## src/rtl/timer_pkg.sv

```systemverilog
// Shared types and default constants for the timer subsystem
// (countdown_timer and the stopwatch).
package timer_pkg;

  typedef enum logic [1:0] {
    ST_IDLE    = 2'd0,
    ST_RUN     = 2'd1,
    ST_PAUSE   = 2'd2,
    ST_EXPIRED = 2'd3
  } timer_state_e;

  localparam int TICK_DIV_DEF = 4;   // clk cycles per tick
  localparam int MS_MAX_DEF   = 10;  // top value of the ms digit
  localparam int CNT_W_DEF    = 10;  // width of the min / ms digits

endpackage

```

## src/rtl/tick_prescaler.sv

```systemverilog
// Tick prescaler: counts 0..TICK_DIV-1 while en, pulses tick on terminal
// count. clr wins over en; the count holds when en is low.
module tick_prescaler #(
  parameter int TICK_DIV = 4
) (
  input  logic clk,
  input  logic reset,
  input  logic clr,
  input  logic en,
  output logic tick
);

  localparam int PW = (TICK_DIV > 1) ? $clog2(TICK_DIV) : 1;
  localparam logic [PW-1:0] TERM = PW'(TICK_DIV - 1);

  logic [PW-1:0] cnt;

  assign tick = en && (cnt == TERM);

  // Phase counter; wraps to 0 on the tick cycle
  always_ff @(posedge clk) begin
    if (reset || clr)
      cnt <= '0;
    else if (en)
      cnt <= tick ? '0 : cnt + 1'b1;
  end

endmodule

```

## src/rtl/countdown_timer.sv

```systemverilog
// Programmable min:ms countdown timer with start/stop/load control.
// Optional build macro COUNTDOWN_AUTO_RELOAD_EN: on reaching 0:0 the
// counters reload from the last loaded value and keep running.
module countdown_timer
  import timer_pkg::*;
#(
  parameter int TICK_DIV = TICK_DIV_DEF,
  parameter int MS_MAX   = MS_MAX_DEF,
  parameter int CNT_W    = CNT_W_DEF
) (
  input  logic             clk,
  input  logic             reset,
  input  logic             load,
  input  logic [CNT_W-1:0] load_min,
  input  logic [CNT_W-1:0] load_ms,
  input  logic             start,
  input  logic             stop,
  output logic [CNT_W-1:0] milicount,
  output logic [CNT_W-1:0] mincount,
  output logic             run_on,
  output logic             pause_on,
  output logic             expired,
  output logic             done
);

  localparam logic [CNT_W-1:0] MS_TOP = CNT_W'(MS_MAX);

  timer_state_e     state;
  logic [CNT_W-1:0] ms_q, min_q;
  logic             done_q;
  logic [CNT_W-1:0] ld_ms;
  logic             at_zero, last_step;
  logic             ps_clr, ps_en, tick;

`ifdef COUNTDOWN_AUTO_RELOAD_EN
  logic [CNT_W-1:0] rl_ms, rl_min;
  logic             rl_nonzero;
  assign rl_nonzero = (rl_ms != '0) || (rl_min != '0);
`endif

  assign ld_ms     = (load_ms > MS_TOP) ? MS_TOP : load_ms;
  assign at_zero   = (ms_q == '0) && (min_q == '0);
  assign last_step = (min_q == '0) && (ms_q == CNT_W'(1));

  // Prescaler only advances in RUN and freezes on stop so a partial tick
  // survives a pause. Outside RUN/PAUSE it is parked at 0, so a start from
  // IDLE begins a full tick; a load from PAUSE also restarts the phase.
  // The tick cycle itself wraps the phase to 0, which covers auto-reload.
  assign ps_en  = (state == ST_RUN) && !stop;
  assign ps_clr = (state == ST_IDLE) || (state == ST_EXPIRED) ||
                  ((state == ST_PAUSE) && load);

  tick_prescaler #(.TICK_DIV(TICK_DIV)) u_presc (
    .clk   (clk),
    .reset (reset),
    .clr   (ps_clr),
    .en    (ps_en),
    .tick  (tick)
  );

  // Control FSM and min:ms counters; done is a one-cycle registered pulse
  always_ff @(posedge clk) begin
    if (reset) begin
      state  <= ST_IDLE;
      ms_q   <= '0;
      min_q  <= '0;
      done_q <= 1'b0;
`ifdef COUNTDOWN_AUTO_RELOAD_EN
      rl_ms  <= '0;
      rl_min <= '0;
`endif
    end else begin
      done_q <= 1'b0;
      case (state)
        ST_IDLE: begin
          if (load) begin
            ms_q  <= ld_ms;
            min_q <= load_min;
`ifdef COUNTDOWN_AUTO_RELOAD_EN
            rl_ms  <= ld_ms;
            rl_min <= load_min;
`endif
          end else if (start && !stop) begin
            if (at_zero) begin
              state  <= ST_EXPIRED;
              done_q <= 1'b1;
            end else begin
              state <= ST_RUN;
            end
          end
        end
        ST_RUN: begin
          // load/start are ignored here; stop preempts a coincident tick
          if (stop) begin
            state <= ST_PAUSE;
          end else if (tick && !at_zero) begin
            if (last_step) begin
              done_q <= 1'b1;
`ifdef COUNTDOWN_AUTO_RELOAD_EN
              if (rl_nonzero) begin
                ms_q  <= rl_ms;
                min_q <= rl_min;
              end else begin
                ms_q  <= '0;
                state <= ST_EXPIRED;
              end
`else
              ms_q  <= '0;
              state <= ST_EXPIRED;
`endif
            end else if (ms_q != '0) begin
              ms_q <= ms_q - 1'b1;
            end else begin
              ms_q  <= MS_TOP;
              min_q <= min_q - 1'b1;
            end
          end
        end
        ST_PAUSE: begin
          if (load) begin
            ms_q  <= ld_ms;
            min_q <= load_min;
            state <= ST_IDLE;
`ifdef COUNTDOWN_AUTO_RELOAD_EN
            rl_ms  <= ld_ms;
            rl_min <= load_min;
`endif
          end else if (start && !stop) begin
            state <= ST_RUN;
          end
        end
        ST_EXPIRED: begin
          if (load) begin
            ms_q  <= ld_ms;
            min_q <= load_min;
            state <= ST_IDLE;
`ifdef COUNTDOWN_AUTO_RELOAD_EN
            rl_ms  <= ld_ms;
            rl_min <= load_min;
`endif
          end
        end
        default: state <= ST_IDLE;
      endcase
    end
  end

  assign milicount = ms_q;
  assign mincount  = min_q;
  assign run_on    = (state == ST_RUN);
  assign pause_on  = (state == ST_PAUSE);
  assign expired   = (state == ST_EXPIRED);
  assign done      = done_q;

endmodule

```

## config.mk

```make
export PLATFORM = sky130hd
export DESIGN_NAME = countdown_timer
export DESIGN_NICKNAME = d
export VERILOG_FILES = /design/src/rtl/timer_pkg.sv /design/src/rtl/tick_prescaler.sv /design/src/rtl/countdown_timer.sv
export SDC_FILE = /design/constraint.sdc
export NUM_CORES = 1
export LEC_CHECK = 0
export CORE_ASPECT_RATIO = 1.75
export CORE_UTILIZATION = 35
export CTS_CLUSTER_DIAMETER = 200
export DETAILED_ROUTE_END_ITERATION = 7
export GPL_ROUTABILITY_DRIVEN = 0
export SLEW_MARGIN = 10
export SYNTH_ARGS = -nofsm -noshare
export SYNTH_HDL_FRONTEND = slang
export SYNTH_SLANG_ARGS = --single-unit
```

## constraint.sdc

```tcl
create_clock -name clk -period 6.1 [get_ports clk]
set_input_delay 0.61 -clock clk [delete_from_list [all_inputs] [get_ports clk]]
set_output_delay 0.61 -clock clk [all_outputs]
set_load 0.05 [all_outputs]
```

# == Word level (Yosys, flattened, before mapping) ==
# Index checks and enable logic that the tools add are counted.
# Widths: inputs -> output; s select.
# totals
word_cells,76
out_inout_bits,24
reg_bits,25
mem_count,0
romBits,0
ram_bits,0
latchBits,0
# classes
eq_ne,16
n_mul,0
shift,0
magnitude_cmp,1
n_mux,31
n_addsub,3
bitwise_logic,0
n_div,0
n_reduce_logical,20
# op_table
op,n
$mux 10,11
$pmux 10 s2,2
$logic_not 10->1,2
$mux 2,10
$sub 10x1->10 const B,2
$eq 10x1->1 const B,1
$gt 10x4->1 const B,1
$ne 2x2->1 const B,5
$reduce_bool 10->1,1
$ne 3x2->1 const B,3
$pmux 2 s4,1
$logic_and 1x1->1,7
$eq 2x2->1 const B,3
$mux 1,6
$ne 2x1->1 const B,3
$reduce_and 6->1,1
$reduce_and 5->1,1
$logic_or 1x1->1,3
$reduce_and 3->1,1
$reduce_or 3->1,1
$add 2x1->2 const B,1
$eq 2x1->1 const B,1
$logic_not 1->1,2
$logic_not 2->1,1
$pmux 1 s2,1

# == Longest topological paths before layout ==
# Gate-level depths: netlist of run 1.
# depth
depth_word,7
mapped_depth,10
mapped_depth_nobuf,7

# == By module ==
# From an unflattened synthesis of run 1, not the netlist that was laid out.
# hier_totals
hier_cells,219
area_unflattened_um2,1722.9
# modules_own_cells
mod,instances,area_per_inst_um2,seq_area_each_um2,cells_per_inst
countdown_timer,1,1621.6,460.4,210
tick_prescaler,1,101.3,40.0,9

# == Worst setup path before layout of run 1 ==
# Ideal clock, no wire load.
# synth_path
path_kind,reg-to-reg
startpoint,register ms_q[1] (netlist: milicount[1])
endpoint,register min_q[5] (netlist: mincount[5])
setup_ns,0.138
arrival_time_ns,2.302
path_stages_with_launch,11
setup_slack_ns,3.660
n_path_buf,3
period_less_slack_ns,2.440
path_cell_list,dfxtp_1 > inv_1 > ha_1 > or3b_1 > clkbuf_1 > nor4_4 > o211ai_2 > buf_6 > buf_8 > a21oi_1 > o32ai_2
# synth_between
elab_chain_len,6
# synth_lines
item,line,text
start: declaration,countdown_timer.sv:29,"logic [CNT_W-1:0] ms_q, min_q;"
start signal: assignment,countdown_timer.sv:77,ms_q <= ld_ms;
start signal: assignment,countdown_timer.sv:112,ms_q <= ms_q - 1'b1;
start signal: assignment,countdown_timer.sv:121,ms_q <= ld_ms;
$logic_not 10->1,countdown_timer.sv:42,assign at_zero = (ms_q == '0) && (min_q == '0);
$logic_and 1x1->1,countdown_timer.sv:42,
$logic_not 1->1,countdown_timer.sv:96,end else if (tick && !at_zero) begin
$logic_and 1x1->1,countdown_timer.sv:96,
$ne 2x1->1 (no source line),n/a,
$reduce_and 5->1 (no source line) *,n/a,
end signal: assignment,countdown_timer.sv:115,min_q <= min_q - 1'b1;
end signal: assignment,countdown_timer.sv:122,min_q <= load_min;
end signal: assignment,countdown_timer.sv:135,min_q <= load_min;
end: declaration,countdown_timer.sv:29,
# Every way passes the cells marked *; elsewhere a longest branch is shown, timed or not.
# A chain may end at the register's enable or synchronous reset.

# == Worst setup path in the final report of run 1 ==
# layout_path
startpoint,register ms_q[0] (netlist: milicount[0])
endpoint,register min_q[0] (netlist: mincount[0])
# Same word-level chain as after synthesis.

==> metrics.cfg, run 1 <==
[power]
p_per_area_nw_per_um2 = 476
p_leak_nw = 0.825
ir_worst_vdd_v = 0.000299

[floorplanning]
start_util = 0.365
coreArea_um2 = 4980
rows = 34
die_w_um = 56.4
fp.dieH_um = 97.2
io_pins = 49
fp.dieArea_um2 = 5490

[grt]
antenna_found_initial = 0
grt_pass1_wl_mm = 8.71
first_global_vias = 1866
grt_max_degree = 25
grt_use_total = 0.197
grt_overflow = 0

[logic_synthesis]
yosys_warnings = 0
synthArstFlopShare = 0
syn_nets = 266
ys.flop_type = dfxtp_1
synth_cells = 231
ys_types = 55
avgSynthCellArea_um2 = 7.85
ys_ff_latch = 25
netlist_area_um2 = 1810
seq_area_frac_synth = 0.276
synth_edf_count = 0

[run_status]
status = finished clean

[critical_path]
worst-path-max-fanout = 20
crit_chain = inv_1 -> ha_1 -> or3b_1 -> nor4_4 -> o211ai_2 -> or3_1 -> a21oi_1
max_stage_delay_ns = 0.50
cp_slowest_cell = or3b_1
worstSetupPathType = flop to flop
crit_family = simple AND/OR/NAND/NOR gates
critPathRequiredTime_ns = 6.31
cp.arrival_ns = 2.97
crit_buf_inv = 1
startpoint_type = flop
crit_path_end_kind = flop

[timing]
rsz0062_at_grt = false
setup_viol = 0
finClkSkew_ns = 0.00284
period_needed_ns = 2.77
max_freq_mhz = 362
tns_ns = 0
min_period_over_period = 0.453
hold_viol_final = 0
worst_pin_slew_ns = 0.958
slew_headroom = 0.359
finalMaxSlewViolations = 0
layout_setup_ws_ns = 3.33

[routing]
routedWlPerCell_um = 15.9
drt_pass1_iterations = 4
dr_total_vias = 1887
vias_per_cell = 5.81
postRouteAntennaNets = 0
first_iter_violations = 37
drt_drc_violations_left = 0
wl_mm = 5.18

[cts]
hold_buffers = 0
clk_pin_slew_ns = 0.09
htreeDepth = 1
worstSkewPairLatency_ns = 0.27
clock-root-buffer = clkbuf_8
cts_tree = yes
cts_buffers = 3
cts_max_path_buffers = 2
post-cts-setup-buffer-count = 0
clkSinkCount = 25
post_cts_resize_count = 0

[final_layout]
layout.nets = 307
antenna_cells = 0
drive_above_1_share = 0.0886
final_cell_mix = clkdlybuf4s50_1 (48), nand2_1 (27), dfxtp_1 (25)
area_growth_syn_to_layout_pct = 29.5
final_common_cell = clkdlybuf4s50_1

[run]
max_cap_viol_count = 0

[hold_path]
hp-class = flop to flop

[placed_design]
io_buffers = 48
pre_cts_slack_ns = 3.37
dp_hpwl_mm = 3.95

==> worst min-delay path, delay by kind of cell (launching register included) <==
family / cells / cell delay [ns]
flops: 1 / 0.32
simple gates: 1 / 0.05
compound gates: 1 / 0.05
==> cell type report <==
type                            instances  area [µm²]
Inverter                               12        45.0
Sequential cell                        25         500
Tap cell                               54        67.6
Fill cell                             510        2630
Timing Repair Buffer                   50         495
Clock buffer                            4        45.0
Multi-Input combinational cell        180        1200
==> state kept, by name, summed over array words and instances, names as in the netlist <==
register / count
mincount: 10
u_presc.cnt: 2
state: 2
done: 1
milicount: 10
==> routing by layer <==
metal,track usage,share of wire,wire (µm)
met1,0.215,0.39,2040
met5,0,0,0
met4,0.105,0.031,159
met3,0.0173,0.022,115
met2,0.360,0.55,2860
==> cell families after synthesis <==
logic type / share of synthesized area
AO/OA/AOI/OAI: 0.312
adder cells (fa/ha/maj): 0.0690
buffers and inverters: 0.0648
flip-flops: 0.276
multiplexers: 0.00552
AND/OR/NAND/NOR: 0.273
==> synth_stat cells (2+ instances only) <==
master	count	area, µm²
o211ai_1	2	15.0
o21a_1	2	15.0
o21ai_0	10	50.1
clkbuf_1	11	41.3
a211oi_2	3	37.5
dfxtp_1	25	500
a211oi_1	3	22.5
nor2_1	17	63.8
a21o_1	4	30.0
o31ai_1	2	15.0
o32ai_1	2	17.5
ha_1	10	125
nor3b_1	3	22.5
nor4_1	4	25.0
a21oi_2	3	26.3
nor3_1	7	35.0
nand2b_1	2	12.5
and2_1	3	18.8
or3_1	3	18.8
o32ai_2	4	65.1
a31oi_1	5	31.3
or4_1	2	15.0
nand2_1	27	101
and3_1	3	18.8
nand4_1	5	31.3
nand3_1	8	40.0
a21oi_1	23	115
inv_1	11	41.3
==> power by group <==
part	leakage, nW	switching, mW	internal [mW]
Combinational	0.598	0.493	0.265
Clock	0.0228	0.0548	0.0468
Sequential	0.204	0.0551	0.204
==> worst paths after layout <==
kind | from | to | slack, ns | depth (start not counted)
worst max-delay path | milicount[0]$_SDFFE_PP0P_ | mincount[0]$_SDFFE_PP0P_ | 3.33 | 7
worst min-delay path | u_presc.cnt[1]$_SDFFE_PP0P_ | u_presc.cnt[1]$_SDFFE_PP0P_ | 0.47 | 2
worst max register to register | milicount[0]$_SDFFE_PP0P_ | mincount[0]$_SDFFE_PP0P_ | 3.33 | 7
worst min register to register | u_presc.cnt[1]$_SDFFE_PP0P_ | u_presc.cnt[1]$_SDFFE_PP0P_ | 0.47 | 2
==> through the flow <==
stage	instance area (µm²)	util	cells	hold slack (ns)	power, mW
final	2350	0.472	325	0.467	1.12
after global routing	2350	0.472	325	0.507	1.20
after CTS	2350	0.472	325	0.467	1.12
after detailed placement	2300	0.463	321	0.454	1.02
after global placement	2300	0.463	321	0.450	1.02
after floorplan	1810	-	231	0.438	0.830
(Power assumes the default switching activity.)
==> run 2, diff against run 1 <==
==> constraint.sdc (replaced) <==
create_clock -name clk -period 2.72 [get_ports clk]
set_input_delay 0.272 -clock clk [delete_from_list [all_inputs] [get_ports clk]]
set_output_delay 0.272 -clock clk [all_outputs]
set_load 0.05 [all_outputs]
==> run 2 against run 1 <==
  * Final cell count increased by 0.92%
  * Routed wire length shrank 0.25%
  * Core utilization up 0.48 points
  * Hold slack better by 0.0046 ns
  * Clock-buffer cell count down 1
  * Setup slack lost 3.0 ns
  * Power is 130% higher
  * Largest cell class unchanged
  * Largest power group unchanged
==> metrics.cfg, run 2 (synthesis gave the netlist of run 1 again) <==
[run]
max_cap_viol_count = 0  ; unchanged

[critical_path]
worstSetupPathType = flop to flop  ; unchanged
crit_buf_inv = 2  ; was 1
crit_chain = inv_1 -> ha_1 -> or3b_1 -> nor4_4 -> buf_4 -> a211oi_2 -> o211ai_1 -> a31oi_1  ; was inv_1 -> ha_1 -> or3b_1 -> nor4_4 -> o211ai_2 -> or3_1 -> a21oi_1
crit_path_end_kind = flop  ; unchanged
critPathRequiredTime_ns = 2.92  ; was 6.31 ns
max_stage_delay_ns = 0.58  ; was 0.50 ns
crit_family = compound AO/OA/AOI/OAI gates  ; was simple AND/OR/NAND/NOR gates
startpoint_type = flop  ; unchanged
worst-path-max-fanout = 9  ; was 20
cp.depth = 8  ; was 7
cp.arrival_ns = 2.55  ; was 2.97 ns
reg2reg_depth = 8  ; was 7
cp_slowest_cell = a211oi_2  ; was or3b_1

[cts]
worstSkewPairLatency_ns = 0.27  ; about the same
post-cts-setup-buffer-count = 0  ; unchanged
post_cts_resize_count = 0  ; unchanged
clock-root-buffer = clkbuf_8  ; unchanged
hold_buffers = 0  ; unchanged
clk_pin_slew_ns = 0.09  ; about the same
clkSinkCount = 25  ; unchanged
cts_max_path_buffers = 2  ; unchanged
cts_tree = yes  ; unchanged
htreeDepth = 1  ; unchanged
cts_buffers = 3  ; unchanged

[placed_design]
pre_cts_slack_ns = 0.381  ; was 3.37 ns
dpl_cell_area_um2 = 2330  ; was 2300 µm²
io_buffers = 48  ; unchanged
dp_hpwl_mm = 3.91  ; was 3.95 mm
placed_cells = 324  ; was 321

[timing]
max_freq_mhz = 426  ; was 362 MHz
slew_headroom = 0.546  ; was 0.359
layout_setup_ws_ns = 0.375  ; was 3.33 ns
finClkSkew_ns = 0.00431  ; was 0.00284 ns
period_needed_ns = 2.35  ; was 2.77 ns
hold_viol_final = 0  ; unchanged
min_period_over_period = 0.862  ; was 0.453
setup_viol = 0  ; unchanged
tns_ns = 0  ; unchanged
rsz0062_at_grt = false  ; unchanged
finalMaxSlewViolations = 0  ; unchanged
worst_pin_slew_ns = 0.674  ; was 0.958 ns

[final_layout]
final_common_cell = clkdlybuf4s50_1  ; unchanged
drive_above_1_share = 0.102  ; was 0.0886
antenna_cells = 0  ; unchanged
final_cells = 328  ; was 325
fin_area_um2 = 2370  ; was 2350 µm²
layout.nets = 310  ; was 307
final_cell_mix = clkdlybuf4s50_1 (48), nand2_1 (27), dfxtp_1 (25)  ; unchanged
area_growth_syn_to_layout_pct = 30.8  ; was 29.5%

[hold_path]
hold_depth = 2  ; unchanged
hp-class = flop to flop  ; unchanged

[routing]
first_iter_violations = 44  ; was 37
vias_per_cell = 5.74  ; was 5.81
drt_pass1_iterations = 4  ; unchanged
postRouteAntennaNets = 0  ; unchanged
wl_mm = 5.16  ; was 5.18 mm
drt_drc_violations_left = 0  ; unchanged
routedWlPerCell_um = 15.7  ; was 15.9 µm
dr_total_vias = 1883  ; was 1887

[power]
power_mw = 2.53  ; was 1.12 mW
ir_worst_vdd_v = 0.000809  ; was 0.000299 V
p_per_area_nw_per_um2 = 1070  ; was 476 nW/µm²
p_leak_nw = 0.842  ; was 0.825 nW

[grt]
grt_max_degree = 25  ; unchanged
grt_use_total = 0.199  ; was 0.197
first_global_vias = 1822  ; was 1866
grt_pass1_wl_mm = 8.64  ; was 8.71 mm
grt_overflow = 0  ; unchanged
antenna_found_initial = 0  ; unchanged

[floorplanning]
fp.dieArea_um2 = 5490  ; unchanged
fp.dieH_um = 97.2  ; unchanged
rows = 34  ; unchanged
die_w_um = 56.4  ; unchanged
io_pins = 49  ; unchanged
coreArea_um2 = 4980  ; unchanged
start_util = 0.365  ; unchanged

[run_status]
status = finished clean  ; unchanged

-- run 2: cell count changes in the layout (fill, tap and decap cells not counted), sizes merged --
cell,change
clkbuf,-1
clkinv,+1
buf,+3
-- run 2: power breakdown --
group	total [mW]	switching, mW	internal (mW)
combinational	1.72	1.10	0.622
clock	0.227	0.125	0.103
sequential	0.582	0.125	0.457
total	2.53	1.35	1.18
-- run 2: stage by stage --
stage | utilization | hold slack [ns]
6_report | 0.477 | 0.471
5_1_grt | 0.477 | 0.495
4_1_cts | 0.477 | 0.478
3_5_place_dp | 0.468 | 0.465
3_3_place_gp | 0.468 | 0.463
2_1_floorplan | - | 0.438
-- run 2: final timing paths --
path / start / to / slack, ns
worst max-delay path: milicount[0]$_SDFFE_PP0P_ / milicount[5]$_SDFFE_PP0P_ / 0.37
worst min-delay path: u_presc.cnt[1]$_SDFFE_PP0P_ / u_presc.cnt[1]$_SDFFE_PP0P_ / 0.47
worst max register to register: milicount[0]$_SDFFE_PP0P_ / milicount[5]$_SDFFE_PP0P_ / 0.37
worst min register to register: u_presc.cnt[1]$_SDFFE_PP0P_ / u_presc.cnt[1]$_SDFFE_PP0P_ / 0.47
-- run 2: final cells by class --
type / count / area, µm²
Fill cell: 495 / 2600
Sequential cell: 25 / 500
Clock inverter: 1 / 5.00
Multi-Input combinational cell: 180 / 1200
Timing Repair Buffer: 53 / 518
Clock buffer: 3 / 41.3
Tap cell: 54 / 67.6
Inverter: 12 / 45.0
-- run 2: worst reg2reg max path: stages (launching register included) --
cell,delay [ns]
dfxtp_1,0.44
inv_1,0.09
ha_1,0.23
or3b_1,0.33
nor4_4,0.07
buf_4,0.17
a211oi_2,0.58
o211ai_1,0.18
a31oi_1,0.19
-- run 2: metal layers --
metal,routed length [µm],share of wire,track usage
met1,2010,0.39,0.222
met4,206,0.040,0.118
met3,153,0.030,0.0213
met2,2790,0.54,0.353
met5,0,0,0
==> run 3, diff against run 2 <==
--- a/config.mk
+++ b/config.mk
@@ -6,10 +6,13 @@
 export NUM_CORES = 1
 export LEC_CHECK = 0
 export CORE_ASPECT_RATIO = 1.75
-export CORE_UTILIZATION = 35
+export CORE_UTILIZATION = 63
 export CTS_CLUSTER_DIAMETER = 200
 export DETAILED_ROUTE_END_ITERATION = 7
+export DONT_BUFFER_PORTS = 1
 export GPL_ROUTABILITY_DRIVEN = 0
+export PLACE_DENSITY = 0.79
+export RECOVER_POWER = 100
 export SLEW_MARGIN = 10
 export SYNTH_ARGS = -nofsm -noshare
 export SYNTH_HDL_FRONTEND = slang
==> run 3 against run 2 <==
  * Core utilization rose by 22 points
  * Clock skew up 0.00052 ns
  * Die area shrank 43%
  * Cell area fell by 20%
  * Sequential power rose by 3%
  * Clock-buffer cell count is the same
  * Combinational power shrank 9.9%
  * Critical endpoint is now milicount[2]$_SDFFE_PP0P_
==> metrics.cfg, run 3 (synthesis gave the netlist of run 1 again) <==
[critical_path]
reg2reg_depth = 7  ; was 8
crit_path_end_kind = flop  ; unchanged
worstSetupPathType = flop to flop  ; unchanged
worst-path-max-fanout = 9  ; unchanged
reg2reg_from = state[1]$_SDFFE_PP0P_  ; was milicount[0]$_SDFFE_PP0P_
reg2reg_slack_ns = 0.28  ; was 0.37 ns
startpoint_type = flop  ; unchanged
timing.rr.end = milicount[2]$_SDFFE_PP0P_  ; was milicount[5]$_SDFFE_PP0P_
critPathRequiredTime_ns = 2.89  ; was 2.92 ns
worstSetupStartpoint = state[1]$_SDFFE_PP0P_  ; was milicount[0]$_SDFFE_PP0P_
cp.arrival_ns = 2.61  ; was 2.55 ns

[routing]
drt_pass1_iterations = 4  ; unchanged
wl_mm = 4.92  ; was 5.16 mm
postRouteAntennaNets = 0  ; unchanged
dr_total_vias = 1859  ; was 1883
vias_per_cell = 6.91  ; was 5.74
routedWlPerCell_um = 18.3  ; was 15.7 µm
first_iter_violations = 65  ; was 44
drt_drc_violations_left = 0  ; unchanged

[power]
p_per_area_nw_per_um2 = 1240  ; was 1070 nW/µm²
p_leak_nw = 0.684  ; was 0.842 nW
ir_worst_vdd_v = 0.000852  ; was 0.000809 V
power_mw = 2.36  ; was 2.53 mW

[final_layout]
final_common_cell = nand2_1  ; was clkdlybuf4s50_1
drive_above_1_share = 0.0992  ; was 0.102
final_cells = 269  ; was 328
fin_area_um2 = 1900  ; was 2370 µm²
area_growth_syn_to_layout_pct = 4.83  ; was 30.8%
layout.nets = 278  ; was 310
final_cell_mix = nand2_1 (27), a21oi_1 (25), dfxtp_1 (25)  ; was clkdlybuf4s50_1 (48), nand2_1 (27), dfxtp_1 (25)
antenna_cells = 0  ; unchanged
post-route-util = 0.699  ; was 0.477

[timing]
hold_viol_final = 0  ; unchanged
min_period_over_period = 0.897  ; was 0.862
period_needed_ns = 2.44  ; was 2.35 ns
setup_viol = 0  ; unchanged
tns_ns = 0  ; unchanged
finClkSkew_ns = 0.00483  ; was 0.00431 ns
worst_pin_slew_ns = 0.818  ; was 0.674 ns
slew_headroom = 0.455  ; was 0.546
layout_setup_ws_ns = 0.280  ; was 0.375 ns
rsz0062_at_grt = false  ; unchanged
hold_slack_ns = 0.0560  ; was 0.471 ns
max_freq_mhz = 410  ; was 426 MHz
finalMaxSlewViolations = 0  ; unchanged

[cts]
clk_pin_slew_ns = 0.09  ; about the same
clkSinkCount = 25  ; unchanged
worstSkewPairLatency_ns = 0.27  ; about the same
htreeDepth = 1  ; unchanged
clock-root-buffer = clkbuf_8  ; unchanged
post_cts_resize_count = 0  ; unchanged
cts_tree = yes  ; unchanged
cts_buffers = 3  ; unchanged
post-cts-setup-buffer-count = 0  ; unchanged
hold_buffers = 0  ; unchanged
cts_max_path_buffers = 2  ; unchanged

[grt]
grt_use_total = 0.328  ; was 0.199
first_global_vias = 1878  ; was 1822
grt_max_degree = 25  ; unchanged
grt_overflow = 0  ; unchanged
antenna_found_initial = 0  ; unchanged
grt_pass1_wl_mm = 7.87  ; was 8.64 mm

[placed_design]
io_buffers = 0  ; was 48
dp_hpwl_mm = 3.83  ; was 3.91 mm
dpl_cell_area_um2 = 1930  ; was 2330 µm²
pre_cts_slack_ns = 0.518  ; was 0.381 ns
placed_cells = 265  ; was 324

[floorplanning]
fp.dieH_um = 73.0  ; was 97.2 µm
rows = 25  ; was 34
io_pins = 49  ; unchanged
die_w_um = 42.6  ; was 56.4 µm
start_util = 0.667  ; was 0.365
coreArea_um2 = 2720  ; was 4980 µm²
fp.dieArea_um2 = 3110  ; was 5490 µm²

[hold_path]
hold_depth = 1  ; was 2
hp-class = input pin to flop  ; was flop to flop
hold_start = reset  ; was u_presc.cnt[1]$_SDFFE_PP0P_
hold_end = milicount[8]$_SDFFE_PP0P_  ; was u_presc.cnt[1]$_SDFFE_PP0P_

[run]
max_cap_viol_count = 0  ; unchanged

[run_status]
status = finished clean  ; unchanged

[run 3: routing by layer]
metal	GRT usage	wire [µm]
met4	0.215	235
met2	0.639	2800
met5	0	0
met1	0.298	1680
met3	0.0520	208
[run 3: worst max-delay path by stage]
stage,end,slack [ns]
after floorplan,mincount[5]$_SDFFE_PP0P_,0.28
after global placement,milicount[8]$_SDFFE_PP0P_,0.56
after detailed placement,milicount[5]$_SDFFE_PP0P_,0.52
after CTS,mincount[9]$_SDFFE_PP0P_,0.49
after global routing,milicount[2]$_SDFFE_PP0P_,0.19
final,milicount[2]$_SDFFE_PP0P_,0.28
[run 3: cell type report]
| class | instances | area, µm² |
|---|---|---|
| Multi-Input combinational cell | 180 | 1170 |
| Fill cell | 239 | 820 |
| Sequential cell | 25 | 500 |
| Timing Repair Buffer | 21 | 105 |
| Inverter | 12 | 45.0 |
| Clock buffer | 3 | 41.3 |
| Tap cell | 27 | 33.8 |
| Clock inverter | 1 | 5.00 |
[run 3: worst max-delay path: stages, from the launching register on]
cell	delay, ns
dfxtp_1	0.36
inv_1	0.10
ha_1	0.29
clkbuf_1	0.36
a21o_1	0.31
a31oi_2	0.46
o21ai_0	0.20
a31o_1	0.26
[run 3: power by group]
group          total [mW]  switching (mW)  internal (mW)  leakage [nW]
combinational        1.55            1.06          0.483         0.454
clock               0.220           0.118          0.102        0.0255
sequential          0.597           0.140          0.457         0.204
